**config.mk**
```make
export PLATFORM = sky130hd
export DESIGN_NAME = multicycle_control_unit
export DESIGN_NICKNAME = d
export VERILOG_FILES = /design/src/rtl/multicycle_control_unit.sv
export SDC_FILE = /design/constraint.sdc
export NUM_CORES = 1
export LEC_CHECK = 0
export ABC_AREA = 1
export ABC_CLOCK_PERIOD_IN_PS = 4460
export BUFFER_PORTS_ARGS = -buffer_cell sky130_fd_sc_hd__buf_4
export CORE_UTILIZATION = 59
export CTS_CLUSTER_DIAMETER = 120
export DETAILED_ROUTE_END_ITERATION = 8
export GPL_TIMING_DRIVEN = 1
export PLACE_DENSITY = 0.84
export SLEW_MARGIN = 15
export SYNTH_ARGS = -nofsm -noshare
export SYNTH_HDL_FRONTEND = slang
export SYNTH_SLANG_ARGS = --single-unit
```
**constraint.sdc**
```tcl
create_clock -name CLK -period 4.46 [get_ports CLK]
set_clock_uncertainty 0.2 [all_clocks]
set_input_delay 0.669 -clock CLK [delete_from_list [all_inputs] [get_ports CLK]]
set_output_delay 0.669 -clock CLK [all_outputs]
set_load 0.01 [all_outputs]
```
**src/rtl/multicycle_control_unit.sv**
```systemverilog
// Multicycle MIPS-style control FSM: sequences IF/ID/EXE/MEM/WB phases.
// Decoded class is captured in ID and held until the instruction retires.
module multicycle_control_unit #(
  parameter int MEM_HANDSHAKE = 1,
  parameter int ENABLE_JAL_JR = 1,
  parameter int CNT_W         = 32
) (
  input  logic             CLK,
  input  logic             Reset,
  input  logic [5:0]       OpCode,
  input  logic [5:0]       func,
  input  logic             zero,
  input  logic             sign,
  input  logic             mem_ready,
  output logic             PCWre,
  output logic             IRWre,
  output logic             RegWre,
  output logic             ALUSrcA,
  output logic             ALUSrcB,
  output logic             DBDataSrc,
  output logic             ExtSel,
  output logic             InsMemRW,
  output logic             RD,
  output logic             WR,
  output logic [1:0]       RegDst,
  output logic             WrRegDSrc,
  output logic [1:0]       PCSrc,
  output logic [2:0]       ALUOp,
  output logic [3:0]       state,
  output logic             illegal,
  output logic [CNT_W-1:0] retired
);

  typedef enum logic [3:0] {
    S_IF     = 4'b0000,
    S_ID     = 4'b0001,
    S_EXE_AL = 4'b0010,
    S_WB_AL  = 4'b0011,
    S_EXE_BR = 4'b0100,
    S_EXE_LS = 4'b0101,
    S_MEM    = 4'b0110,
    S_WB_LD  = 4'b0111,
    S_HALT   = 4'b1000
  } state_t;

  typedef enum logic [4:0] {
    C_ILL, C_ADD, C_SUB, C_AND, C_OR, C_SLL, C_JR,
    C_ADDIU, C_ANDI, C_ORI, C_SLTI, C_SW, C_LW,
    C_BEQ, C_BNE, C_BLEZ, C_J, C_JAL, C_HALT
  } cls_t;

  state_t           r_state;
  state_t           w_next;
  cls_t             r_cls;
  cls_t             w_dec;
  cls_t             w_cls;
  logic             w_rdy;
  logic             w_rtype;
  logic             w_take;
  logic [CNT_W-1:0] r_retired;

  assign w_rdy   = (MEM_HANDSHAKE != 0) ? mem_ready : 1'b1;
  assign state   = r_state;
  assign retired = r_retired;

  always_comb begin
    w_dec = C_ILL;
    unique case (OpCode)
      6'b000000: begin
        unique case (func)
          6'b100000: w_dec = C_ADD;
          6'b100010: w_dec = C_SUB;
          6'b100100: w_dec = C_AND;
          6'b100101: w_dec = C_OR;
          6'b000000: w_dec = C_SLL;
          6'b001000: w_dec = C_JR;
          default:   w_dec = C_ILL;
        endcase
      end
      6'b001001: w_dec = C_ADDIU;
      6'b001100: w_dec = C_ANDI;
      6'b001101: w_dec = C_ORI;
      6'b001010: w_dec = C_SLTI;
      6'b101011: w_dec = C_SW;
      6'b100011: w_dec = C_LW;
      6'b000100: w_dec = C_BEQ;
      6'b000101: w_dec = C_BNE;
      6'b000110: w_dec = C_BLEZ;
      6'b000010: w_dec = C_J;
      6'b000011: w_dec = C_JAL;
      6'b111111: w_dec = C_HALT;
      default:   w_dec = C_ILL;
    endcase
    if ((ENABLE_JAL_JR == 0) &&
        ((w_dec == C_JAL) || (w_dec == C_JR)))
      w_dec = C_ILL;
  end

  // Live decode in ID, latched class afterwards, neutral elsewhere
  always_comb begin
    w_cls = C_ILL;
    unique case (r_state)
      S_ID:    w_cls = w_dec;
      S_EXE_AL, S_WB_AL, S_EXE_BR,
      S_EXE_LS, S_MEM, S_WB_LD:
               w_cls = r_cls;
      default: w_cls = C_ILL;
    endcase
  end

  assign w_rtype = (w_cls == C_ADD) || (w_cls == C_SUB) ||
                   (w_cls == C_AND) || (w_cls == C_OR)  ||
                   (w_cls == C_SLL);

  always_comb begin
    ALUOp   = 3'b000;
    ALUSrcA = 1'b0;
    ALUSrcB = 1'b0;
    ExtSel  = 1'b1;
    unique case (w_cls)
      C_SUB, C_BEQ, C_BNE, C_BLEZ:
        ALUOp = 3'b001;
      C_SLL: begin
        ALUOp   = 3'b010;
        ALUSrcA = 1'b1;
      end
      C_OR:  ALUOp = 3'b011;
      C_AND: ALUOp = 3'b100;
      C_ORI: begin
        ALUOp   = 3'b011;
        ALUSrcB = 1'b1;
        ExtSel  = 1'b0;
      end
      C_ANDI: begin
        ALUOp   = 3'b100;
        ALUSrcB = 1'b1;
        ExtSel  = 1'b0;
      end
      C_SLTI: begin
        ALUOp   = 3'b110;
        ALUSrcB = 1'b1;
      end
      C_ADDIU, C_LW, C_SW:
        ALUSrcB = 1'b1;
      default: ALUOp = 3'b000;
    endcase
  end

  always_comb begin
    w_take = 1'b0;
    unique case (1'b1)
      (w_cls == C_BEQ):  w_take = zero;
      (w_cls == C_BNE):  w_take = ~zero;
      (w_cls == C_BLEZ): w_take = zero | sign;
      default:           w_take = 1'b0;
    endcase
  end

  always_comb begin
    w_next    = S_IF;
    PCWre     = 1'b0;
    IRWre     = 1'b0;
    RegWre    = 1'b0;
    DBDataSrc = 1'b0;
    InsMemRW  = 1'b0;
    RD        = 1'b1;
    WR        = 1'b1;
    RegDst    = 2'b00;
    WrRegDSrc = 1'b0;
    PCSrc     = 2'b00;
    illegal   = 1'b0;
    unique case (r_state)
      S_IF: begin
        InsMemRW = 1'b1;
        IRWre    = w_rdy;
        w_next   = w_rdy ? S_ID : S_IF;
      end
      S_ID: begin
        unique case (w_dec)
          C_J: begin
            PCWre = 1'b1;
            PCSrc = 2'b11;
          end
          C_JAL: begin
            PCWre  = 1'b1;
            PCSrc  = 2'b11;
            RegWre = 1'b1;
          end
          C_JR: begin
            PCWre = 1'b1;
            PCSrc = 2'b10;
          end
          C_HALT: w_next = S_HALT;
          C_ILL: begin
            illegal = 1'b1;
            PCWre   = 1'b1;
          end
          C_BEQ, C_BNE, C_BLEZ:
            w_next = S_EXE_BR;
          C_LW, C_SW:
            w_next = S_EXE_LS;
          default: w_next = S_EXE_AL;
        endcase
      end
      S_EXE_AL: w_next = S_WB_AL;
      S_WB_AL: begin
        RegWre    = 1'b1;
        WrRegDSrc = 1'b1;
        RegDst    = w_rtype ? 2'b10 : 2'b01;
        PCWre     = 1'b1;
      end
      S_EXE_BR: begin
        PCWre = 1'b1;
        PCSrc = w_take ? 2'b01 : 2'b00;
      end
      S_EXE_LS: w_next = S_MEM;
      S_MEM: begin
        if (w_cls == C_SW) begin
          WR     = 1'b0;
          PCWre  = w_rdy;
          w_next = w_rdy ? S_IF : S_MEM;
        end else begin
          RD     = 1'b0;
          w_next = w_rdy ? S_WB_LD : S_MEM;
        end
      end
      S_WB_LD: begin
        RegWre    = 1'b1;
        RegDst    = 2'b01;
        DBDataSrc = 1'b1;
        WrRegDSrc = 1'b1;
        PCWre     = 1'b1;
      end
      S_HALT: w_next = S_HALT;
      default: w_next = S_IF;
    endcase
  end

  always_ff @(posedge CLK) begin
    if (!Reset) begin
      r_state   <= S_IF;
      r_cls     <= C_ILL;
      r_retired <= '0;
    end else begin
      r_state <= w_next;
      if (r_state == S_ID)
        r_cls <= w_dec;
      if (PCWre)
        r_retired <= r_retired + CNT_W'(1);
    end
  end

endmodule

```
==> results of run 1 <==
[registers in the layout (all words and copies together), names as in the netlist]
register  count
state         4
r_cls         5
retired      32
[worst min-delay path: stages (launching register included)]
cell and delay, ns:
dfxtp_1 0.32, nand2_1 0.06, a21oi_1 0.05
[cell families after synthesis]
| family | after synthesis |
|---|---|
| AND/OR/NAND/NOR | 318 |
| AO/OA/AOI/OAI | 57 |
| adder cells (fa/ha/maj) | 1 |
| flip-flops | 41 |
| buffers and inverters | 71 |
| XOR/XNOR | 30 |
[cell type report]
type | count | share of cell area
inverter | 56 | 0.05436
clock inverter | 3 | 0.01190
clock buffer | 5 | 0.01769
multi-input combinational | 406 | 0.5378
tap | 70 | 0.02252
timing repair buffer | 75 | 0.1447
sequential | 41 | 0.2110
[per-stage QoR]
stage	utilization	hold slack, ns	cells
5_1_grt	0.7521	0.3041	656
3_3_place_gp	0.7298	0.2514	648
2_1_floorplan	-	0.2454	518
4_1_cts	0.7521	0.2692	656
3_5_place_dp	0.7298	0.2571	648
6_report	0.7521	0.2660	656
[how the worst max path moves through the flow]
| stage | end | depth (start not counted) | slack [ns] |
|---|---|---|---|
| after floorplan | RegDst[1] | 9 | 1.52 |
| after global placement | PCWre | 15 | 1.06 |
| after detailed placement | RegDst[0] | 11 | 1.02 |
| after CTS | RegDst[0] | 11 | 1.01 |
| after global routing | RegDst[1] | 11 | 0.73 |
| final | PCWre | 15 | 0.97 |
[cells in the final DEF (no fill, tap or decap), types with 2 or more instances in the layout]
master / count
nand2_1: 120
buf_4: 75
nor2_1: 73
nand3_1: 58
inv_1: 52
dfxtp_1: 41
a21oi_1: 32
xor2_1: 26
nor3_1: 24
nand2_2: 15
nand4_1: 12
a21oi_2: 9
nor4_1: 7
clkbuf_8: 5
xnor2_1: 4
inv_2: 3
a31oi_1: 3
o21ai_0: 3
nor2_2: 2
o21a_1: 2
a21boi_0: 2
o22ai_1: 2
[power breakdown]
part           switching (W)  internal (W)
clock               0.000144      0.000168
combinational      0.0000956     0.0000499
sequential        0.00000706      0.000371
[layer usage]
layer  up-vias  GRT usage  wire length [um]
met5         -          0                 0
met1      1648     0.4555              4169
li1       1828          -                 -
met4         0    0.07407                96
met2       190     0.5202              4087
met3        17    0.05026               751
==> impl_metrics.csv, run 1 <==
group,metric,value,unit
status,status,"completed",
critical_path,rr_worst_depth,15,
critical_path,crit_start,"OpCode[1]",
pwr,leakage,1.718,nW
pwr,finalPower,0.0008349,W
synthesis,yosysSeqAreaShare,0.2548,
finish,num_antenna_cells,0,
sta,rsz0062_at_grt,"no",
synthesis,synth_compound_area_frac,0.1115,
grt,grt.overflow.total,0,
critical_path,path_buf_inv,5,
critical_path,cp_cell_sequence,"buf_4, nand2_1, inv_1, nand3_1, nand2_1, nor2_1, nand3_2, nand2_1, nand2_2, nand2_1, clkinv_2, nand4_4, buf_4, nand2_4, buf_4",
finish,drive_gt1_frac,0.2065,
min_path,hold_path_class,"reg -> reg",
grt,antenna_found_initial,0,
sta,min_period,3.492,ns
sta,fin_setup_tns,0,ns
synthesis,ys_async_sr_fraction,0,
critical_path,cp_top_family,"simple AND/OR/NAND/NOR gates",
synthesis,synth_simple_gate_area_frac,0.4524,
clock_network,clock_latency,0.30,ns
clock_network,post-cts-setup-buffers,0,
synthesis,ys_ff_latch,41,
floorplanning,fp.dieW,75.90,um
finish,fill_cells,437,
critical_path,r2r_setup_slack,1.40,ns
clock_network,cts-root-buf,"clkbuf_8",
critical_path,worst_ep_arrival_time,2.62,ns
routing,drt_first_pass_iters,6,
grt,grt_pass1_vias,3179,
routing,drt-initial-drc-count,236,
synthesis,yosysMostFrequentCell,"nand2_1",
clock_network,cts_buffer_depth,2,
finish,seqCellArea,820.8,um^2
synthesis,synth_top_area_share,0.2548,
critical_path,cp-end-kind,"output pin",
synthesis,synth_edf_count,0,
synthesis,muxShareOfSynthArea,0,
grt,grt_max_degree,34,
critical_path,crit_type,"in -> out",
critical_path,worstReg2RegStart,"state[3]",
sta,max_freq,0.2864,GHz
floorplanning,core_area,0.005172,mm^2
synthesis,synth_xor_area_frac,0.08155,
routing,drc,0,
clock_network,clkSinkCount,41,
critical_path,worstPathRequired,3.59,ns
clock_network,clkTransAtPathRegs,0.08,ns
critical_path,cp_max_fo,33,
synthesis,syn_avg_cell_area,6.220,um^2
pwr,vdd_drop_max,0.1539,mV
critical_path,cpPeakStageDelay,0.34,ns
placed_design,dp_worst_setup_slack,1.018,ns
grt,grt_pass1_wl,14390,um
sta,setup_ws,0.9680,ns
finish,final_area,0.003890,mm^2
critical_path,startpoint_type,"input port",
synthesis,netlist_top_cells_area,"dfxtp_1 25%, nand2_1 14%, nand3_1 9.0%",
synthesis,synth_top_family_by_area,"simple AND/OR/NAND/NOR gates",
synthesis,synth_warnings,0,
routing,vias,3683,
floorplanning,row_count,26,
min_path,hold_depth,2,
pwr,p_per_area,214.6,mW/mm^2
clock_network,cts_buffers,5,
synthesis,syn_inst,518,
finish,area_growth,20.74,%
floorplanning,ioPinCount,72,
synthesis,syn_area,0.003222,mm^2
routing,routed_wl,9104,um
synthesis,synth_fp_nets,536,
floorplanning,start_util,0.6229,
routing,wl_per_cell,13.88,um
clock_network,cts_hold_buffers,0,
sta,drv_slew,0,
critical_path,reg2reg_to,"retired[1]",
sta,final.period_utilization,0.7830,
sta,tightest_slew,0.6522,ns
synthesis,synth_cell_types,37,
min_path,hold_path_end,"r_cls[0]",
critical_path,cpMostUsedCell,"nand2_1",
routing,ant_nets,0,
routing,vias_per_cell,5.614,
clock_network,cts-resized-gates,0,
sta,setup_violations,0,
sta,finalHoldViolCount,0,
grt,gr-usage-all-layers,0.3240,
placed_design,gp_congestion,0.9647,
placed_design,placed_area,0.003775,mm^2
finish,multiInputGateArea,0.002092,mm^2
placed_design,dp.final_hpwl,6964,um
floorplanning,dieArea,0.005760,mm^2
sta,timing.slew.headroom,0.5618,
flow_run,maxCapViolations,0,
min_path,min_from,"r_cls[0]",
critical_path,cp_slowest_cell,"buf_4",
synthesis,synth_common_cells,"120 x nand2_1, 73 x nor2_1, 58 x nand3_1",
synthesis,synthAdderAreaFrac,0.003883,
synthesis,yosys.area.top_type,"dfxtp_1",
clock_network,htreeDepth,2,
synthesis,synthFlopType,"dfxtp_1",
clock_network,cts_tree,"built",
finish,final_nets,603,
floorplanning,die_y,75.90,um
placed_design,port_buffers,71,
Power figures use the tool's default switching activity.
==> run 2, diff against run 1 <==
--- a/config.mk
+++ b/config.mk
@@ -5,14 +5,14 @@
 export SDC_FILE = /design/constraint.sdc
 export NUM_CORES = 1
 export LEC_CHECK = 0
-export ABC_AREA = 1
-export ABC_CLOCK_PERIOD_IN_PS = 4460
+export ABC_AREA = 0
+export ABC_CLOCK_PERIOD_IN_PS = 3300
 export BUFFER_PORTS_ARGS = -buffer_cell sky130_fd_sc_hd__buf_4
-export CORE_UTILIZATION = 59
+export CORE_UTILIZATION = 55
 export CTS_CLUSTER_DIAMETER = 120
 export DETAILED_ROUTE_END_ITERATION = 8
 export GPL_TIMING_DRIVEN = 1
-export PLACE_DENSITY = 0.84
+export PLACE_DENSITY = 0.79
 export SLEW_MARGIN = 15
 export SYNTH_ARGS = -nofsm -noshare
 export SYNTH_HDL_FRONTEND = slang
==> constraint.sdc (replaced) <==
create_clock -name CLK -period 3.3 [get_ports CLK]
set_clock_uncertainty 0.2 [all_clocks]
set_input_delay 0.495 -clock CLK [delete_from_list [all_inputs] [get_ports CLK]]
set_output_delay 0.495 -clock CLK [all_outputs]
set_load 0.01 [all_outputs]
==> run 2 against run 1 <==
Highest routed layer unchanged. Sequential power rose by 35%. Via count rose by 4.6%. Utilization rose by 10 points. Critical path type unchanged. Non-clock buffer count rose by 53. The flow now finishes with violations (setup timing). Largest cell class unchanged. Critical endpoint is now ALUOp[1].
==> impl_metrics.csv, run 2 <==
group,metric,value,unit
status,status,"finished with violations",
status,violations,"setup timing",
finish,mostFrequentLayoutCells,"107 x buf_4, 61 x nand2_1, 41 x dfxtp_1",
finish,largest_reg_flops,32,
critical_path,cp_cell_sequence,"buf_6, or4_4, or4_4, o41a_1, a211o_4, a21o_4, buf_4, nor3_4, o21ba_2, buf_6",
critical_path,crit_cells,10,
sta,setup_ws,-0.4704,ns
routing,wl_per_cell,18.14,um
sta,finalHoldViolCount,0,
synthesis,yosys.area.top_type,"dfxtp_1",
critical_path,crit_type,"in -> out",
clock_network,htreeDepth,2,
pwr,clock_power_share,0.290,
routing,ant_nets,0,
synthesis,synth_top_area_share,0.2568,
sta,drv_slew,0,
grt,grt_pass1_vias,3269,
finish,final_area,0.004731,mm^2
pwr,comb_power_share,0.282,
grt,antenna_found_initial,0,
routing,routed_wl,10980,um
grt,grt_pass1_wl,15390,um
pwr,swShare,0.3259,
sta,rsz0062_at_grt,"yes",
floorplanning,fp.dieW,78.24,um
sta,final.period_utilization,1.143,
sta,setup_violations,44,
floorplanning,die_y,78.24,um
critical_path,rr_worst_depth,11,
synthesis,yosysMostFrequentCell,"nand2_1",
sta,timing.slew.headroom,0.6091,
synthesis,syn_avg_cell_area,7.487,um^2
routing,drt_first_pass_iters,5,
critical_path,startpoint_type,"input port",
sta,max_freq,0.2652,GHz
finish,area_growth,47.98,%
critical_path,worst_ep_arrival_time,3.08,ns
critical_path,path_buf_inv,3,
pwr,seqPwrFrac,0.429,
grt,grt_max_degree,54,
pwr,internal-power,0.0008038,W
synthesis,synth_fp_nets,445,
synthesis,syn_inst,427,
clock_network,clkSinkCount,41,
synthesis,netlist_top_cells_area,"dfxtp_1 26%, mux2i_1 9.7%, nand2_1 7.5%",
routing,drc,0,
min_path,hold_depth,2,
synthesis,synth_edf_count,0,
placed_design,dp.final_hpwl,6458,um
critical_path,cp-end-kind,"output pin",
critical_path,cp_max_fo,5,
clock_network,cts_buffers,5,
placed_design,dp_cells,583,
synthesis,synth_cell_types,66,
critical_path,cpPeakStageDelay,0.53,ns
critical_path,cp_slowest_cell,"or4_4",
routing,vias,3852,
synthesis,synth_warnings,0,
clock_network,clkTransAtPathRegs,0.08,ns
finish,drive_gt1_frac,0.3734,
finish,final_nets,551,
finish,final_cells,605,
sta,tightest_slew,0.5864,ns
finish,num_antenna_cells,0,
synthesis,ys_ff_latch,41,
synthesis,yosysSeqAreaShare,0.2568,
min_path,hold_path_class,"reg -> reg",
grt,gr-usage-all-layers,0.3120,
pwr,leakage,1.793,nW
routing,vias_per_cell,6.367,
floorplanning,row_count,27,
synthesis,synthFlopType,"dfxtp_1",
clock_network,cts_tree,"built",
clock_network,cts_buffer_depth,2,
clock_network,clock_latency,0.30,ns
routing,drt-initial-drc-count,367,
clock_network,cts-root-buf,"clkbuf_8",
pwr,switching_power,0.0003887,W
finish,final_util,0.8539,
floorplanning,ioPinCount,72,
placed_design,gp_congestion,0.8460,
finish,mostFrequentLayoutCell,"buf_4",
critical_path,worstPathRequired,2.60,ns
floorplanning,start_util,0.5770,
grt,grt.overflow.total,0,
critical_path,cp_top_family,"compound AO/OA/AOI/OAI gates",
pwr,vdd_drop_max,0.2434,mV
synthesis,syn_area,0.003197,mm^2
synthesis,ys_async_sr_fraction,0,
flow_run,maxCapViolations,0,
floorplanning,core_area,0.005540,mm^2
synthesis,synth_common_cells,"64 x nand2_1, 41 x dfxtp_1, 37 x a21oi_1",
floorplanning,dieArea,0.006122,mm^2
placed_design,placed_area,0.004130,mm^2
pwr,p_per_area,252.1,mW/mm^2
sta,fin_setup_tns,-10.76,ns
placed_design,port_buffers,71,
sta,min_period,3.770,ns
[run 2: cell count changes after synthesis, moves of 9 or more]
cell	before	now
nand2_1	120	64
nand3_1	58	22
nand2_2	15	0
nor2_1	73	27
inv_1	52	9
mux2i_1	0	31
xor2_1	26	1
nand2b_1	0	32
a21oi_2	9	0
nor3_1	24	11
clkbuf_1	5	22
and3_1	0	10
[run 2: what timing repair did]
item                                    in CTS  in global routing
cloned                                       2                  0
buffers inserted                             4                 11
endpoints found under the setup margin      19                 47
resized for setup                           13                 61
pin swaps                                    8                  7
hold buffers                                 0                  0
[run 2: path summary, 6_finish.rpt]
path | from | endpoint | slack (ns)
min | r_cls[0] | r_cls[0] | 0.29
max reg2reg | state[1] | retired[27] | 0.06
max | OpCode[0] | ALUOp[1] | -0.47
min reg2reg | r_cls[0] | r_cls[0] | 0.29
[run 2: layout make-up]
| cell class | instances | area, um^2 |
|---|---|---|
| repair buffers | 128 | 1106 |
| multi-input cells | 348 | 2594 |
| inverters | 9 | 33.78 |
| flip-flops and latches | 41 | 820.8 |
| clock buffers | 7 | 86.33 |
| well taps | 72 | 90.09 |
| fillers | 323 | 809.5 |
[run 2: through the flow]
stage | total power, W | hold WS [ns] | setup WS (ns)
floorplan | 0.0006887 | 0.2366 | -0.1993
global placement | 0.0007988 | 0.2440 | -0.3999
detailed placement | 0.0008040 | 0.2487 | -0.4397
CTS | 0.001145 | 0.2596 | -0.3790
global route | 0.001228 | 0.3098 | -0.5319
finish | 0.001192 | 0.2860 | -0.4704
[run 2: per-layer routing]
| metal | part of all wire | vias to the layer above | wire length (um) | GRT usage |
|---|---|---|---|---|
| met5 | 0 | - | 0 | 0 |
| met4 | 0.030 | 0 | 334 | 0.07593 |
| met3 | 0.072 | 38 | 789 | 0.05233 |
| met2 | 0.49 | 233 | 5376 | 0.5140 |
| met1 | 0.41 | 1821 | 4473 | 0.4229 |
| li1 | - | 1760 | - | - |
[run 2: kinds of logic after synthesis]
logic type	synth area share
and+or+nand+nor	0.3526
AOI/OAI and AO/OA	0.2270
DFF	0.2568
buffers and inverters	0.05127
muxes	0.09707
xor gates and xnor gates	0.008221
adders and majority gates	0.007045
[run 2: power groups by stage]
stage / registers [W] / logic (W) / clock network, W
finish: 0.000511 / 0.000336 / 0.000346
global route: 0.000512 / 0.000356 / 0.000360
CTS: 0.000509 / 0.000290 / 0.000346
detailed placement: 0.000521 / 0.000283 / 0
global placement: 0.000521 / 0.000278 / 0
floorplan: 0.000523 / 0.000166 / 0
[run 2: tightest hold or removal path: cells and delay by family, from the launching register on]
| family | cells | cell delay [ns] |
|---|---|---|
| and+or+nand+nor | 1 | 0.06 |
| DFF | 1 | 0.32 |
| AOI/OAI and AO/OA | 1 | 0.06 |
==> run 3, diff against run 2 <==
--- a/config.mk
+++ b/config.mk
@@ -7,12 +7,12 @@
 export LEC_CHECK = 0
 export ABC_AREA = 0
 export ABC_CLOCK_PERIOD_IN_PS = 3300
-export BUFFER_PORTS_ARGS = -buffer_cell sky130_fd_sc_hd__buf_4
-export CORE_UTILIZATION = 55
+export CORE_UTILIZATION = 64
 export CTS_CLUSTER_DIAMETER = 120
 export DETAILED_ROUTE_END_ITERATION = 8
+export DONT_BUFFER_PORTS = 1
 export GPL_TIMING_DRIVEN = 1
-export PLACE_DENSITY = 0.79
+export PLACE_DENSITY = 0.78
 export SLEW_MARGIN = 15
 export SYNTH_ARGS = -nofsm -noshare
 export SYNTH_HDL_FRONTEND = slang
==> run 3 against run 2 <==
The flow still finishes with violations (setup timing). Sequential share of layout area is 3.7 points higher. Count of clock-buffer cells in the layout is 2 lower. Global-route usage is 0.75 points higher. Fmax is 3.1% higher. Utilization is 3.5 points lower. Sequential power hardly changed. Die area is 14% lower. Clock power is 41% higher. Non-clock buffer count is 89 lower. Largest power group unchanged.
==> impl_metrics.csv, run 3 (synthesis gave the netlist of run 2 again) <==
group,metric,value,unit
sta,final.period_utilization,1.109,
floorplanning,start_util,0.6724,
critical_path,crit_end,"PCWre",
routing,routed_wl,9132,um
flow_run,maxCapViolations,0,
grt,gr-usage-all-layers,0.3195,
routing,drt_first_pass_iters,5,
clock_network,clkTransAtPathRegs,0.08,ns
routing,drt-initial-drc-count,310,
critical_path,crit_start,"OpCode[0]",
finish,mostFrequentLayoutCells,"62 x nand2_1, 41 x dfxtp_1, 32 x nand2b_1",
placed_design,placed_area,0.003486,mm^2
sta,tightest_slew,0.8606,ns
grt,use_met1,0.4265,
finish,multiInputGateArea,0.002430,mm^2
sta,finalHoldViolCount,0,
clock_network,htreeDepth,2,
finish,drive_gt1_frac,0.2270,
critical_path,cp_cell_sequence,"or4_4, or4_1, o41a_1, a211o_4, buf_4, a22oi_4, and4_1, nor2_2, inv_1",
clock_network,cts_tree,"built",
finish,fill_cells,303,
finish,num_antenna_cells,0,
placed_design,port_buffers,0,
min_path,hold_path_class,"in -> reg",
sta,setup_ws,-0.3581,ns
critical_path,r2r_setup_slack,0.21,ns
grt,grt_pass1_vias,2902,
finish,final_util,0.8189,
floorplanning,fp.dieW,72.68,um
critical_path,worst_ep_arrival_time,2.96,ns
critical_path,reg2reg_to,"retired[13]",
critical_path,crit_cells,9,
finish,area_growth,21.80,%
placed_design,gp_congestion,0.9287,
routing,vias_per_cell,6.588,
status,violations,"setup timing",
critical_path,startpoint_type,"input port",
finish,seqCellArea,820.8,um^2
finish,mostFrequentLayoutCell,"nand2_1",
routing,ant_nets,0,
grt,antenna_found_initial,0,
finish,final_area,0.003894,mm^2
clock_network,clock_latency,0.30,ns
pwr,vdd_drop_max,0.2900,mV
clock_network,cts_buffer_depth,2,
finish,final_nets,462,
critical_path,cp_top_family,"simple AND/OR/NAND/NOR gates",
sta,timing.slew.headroom,0.4251,
critical_path,path_buf_inv,2,
grt,grt.overflow.total,0,
sta,min_period,3.658,ns
routing,drc,0,
grt,grt_pass1_wl,13320,um
critical_path,cp_max_fo,14,
critical_path,cpPeakStageDelay,0.51,ns
grt,grt_util_met2,0.5088,
sta,rsz0062_at_grt,"yes",
floorplanning,core_area,0.004755,mm^2
sta,drv_slew,0,
critical_path,cp-end-kind,"output pin",
floorplanning,row_count,25,
routing,wl_per_cell,17.84,um
pwr,p_per_area,315.9,mW/mm^2
critical_path,worstReg2RegStart,"state[1]",
finish,largest_reg_flops,32,
grt,grtUsageMet3,0.08564,
routing,vias,3373,
clock_network,cts_buffers,5,
grt,grt_max_degree,64,
floorplanning,dieArea,0.005282,mm^2
status,status,"finished with violations",
clock_network,clkSinkCount,41,
sta,max_freq,0.2734,GHz
sta,setup_violations,42,
critical_path,rr_worst_depth,10,
sta,fin_setup_tns,-5.415,ns
floorplanning,die_y,72.68,um
grt,grt_busiest_layer,"met2",
placed_design,dp.final_hpwl,5865,um
pwr,leakage,1.332,nW
clock_network,cts-root-buf,"clkbuf_8",
floorplanning,ioPinCount,72,
critical_path,crit_type,"in -> out",
critical_path,cp_slowest_cell,"or4_4",
critical_path,worstPathRequired,2.60,ns
==> run 3: stage by stage <==
step	setup slack, ns	hold slack (ns)	total power, W	instances
final	-0.3581	0.1292	0.001230	512
after global routing	-0.4007	0.1273	0.001262	512
after floorplan	-0.1993	0.2366	0.0006887	427
after detailed placement	-0.3169	0.2522	0.0007323	493
after global placement	-0.2601	0.2486	0.0007263	493
after CTS	-0.2819	0.1305	0.001215	503
==> run 3: per-layer routing <==
layer,wire length (um),vias to the layer above
met3,811,22
met5,0,-
li1,-,1577
met4,155,0
met1,3829,1610
met2,4336,164
==> run 3: repair_timing <==
action	4_1_cts	5_1_grt
buffers inserted	2	6
endpoints found under the setup margin	11	25
gates resized for setup	19	13
hold buffers	0	0
gates cloned	0	3
pin swaps	6	5
==> run 3: report_power, final <==
group	internal [W]	total, W	switching, W
Clock	0.000301	0.000488	0.000188
Combinational	0.0000890	0.000230	0.000142
Sequential	0.000503	0.000511	0.00000847
==> run 3: worst min path at each step <==
stage	slack [ns]	endpoint	start	cells past startpoint
4_1_cts	0.13	retired[28]	Reset	2
6_report	0.13	retired[28]	Reset	2
3_3_place_gp	0.25	r_cls[0]	r_cls[0]	2
3_5_place_dp	0.25	r_cls[0]	r_cls[0]	2
5_1_grt	0.13	retired[28]	Reset	2
2_1_floorplan	0.24	r_cls[0]	r_cls[0]	2
==> run 3: cell type report <==
cell class,count,share of cell area
clock buffers,5,0.01767
clock inverters,3,0.01671
inverters,9,0.008676
multi-input cells,348,0.6240
flip-flops and latches,41,0.2108
well taps,67,0.02153
repair buffers,39,0.1006
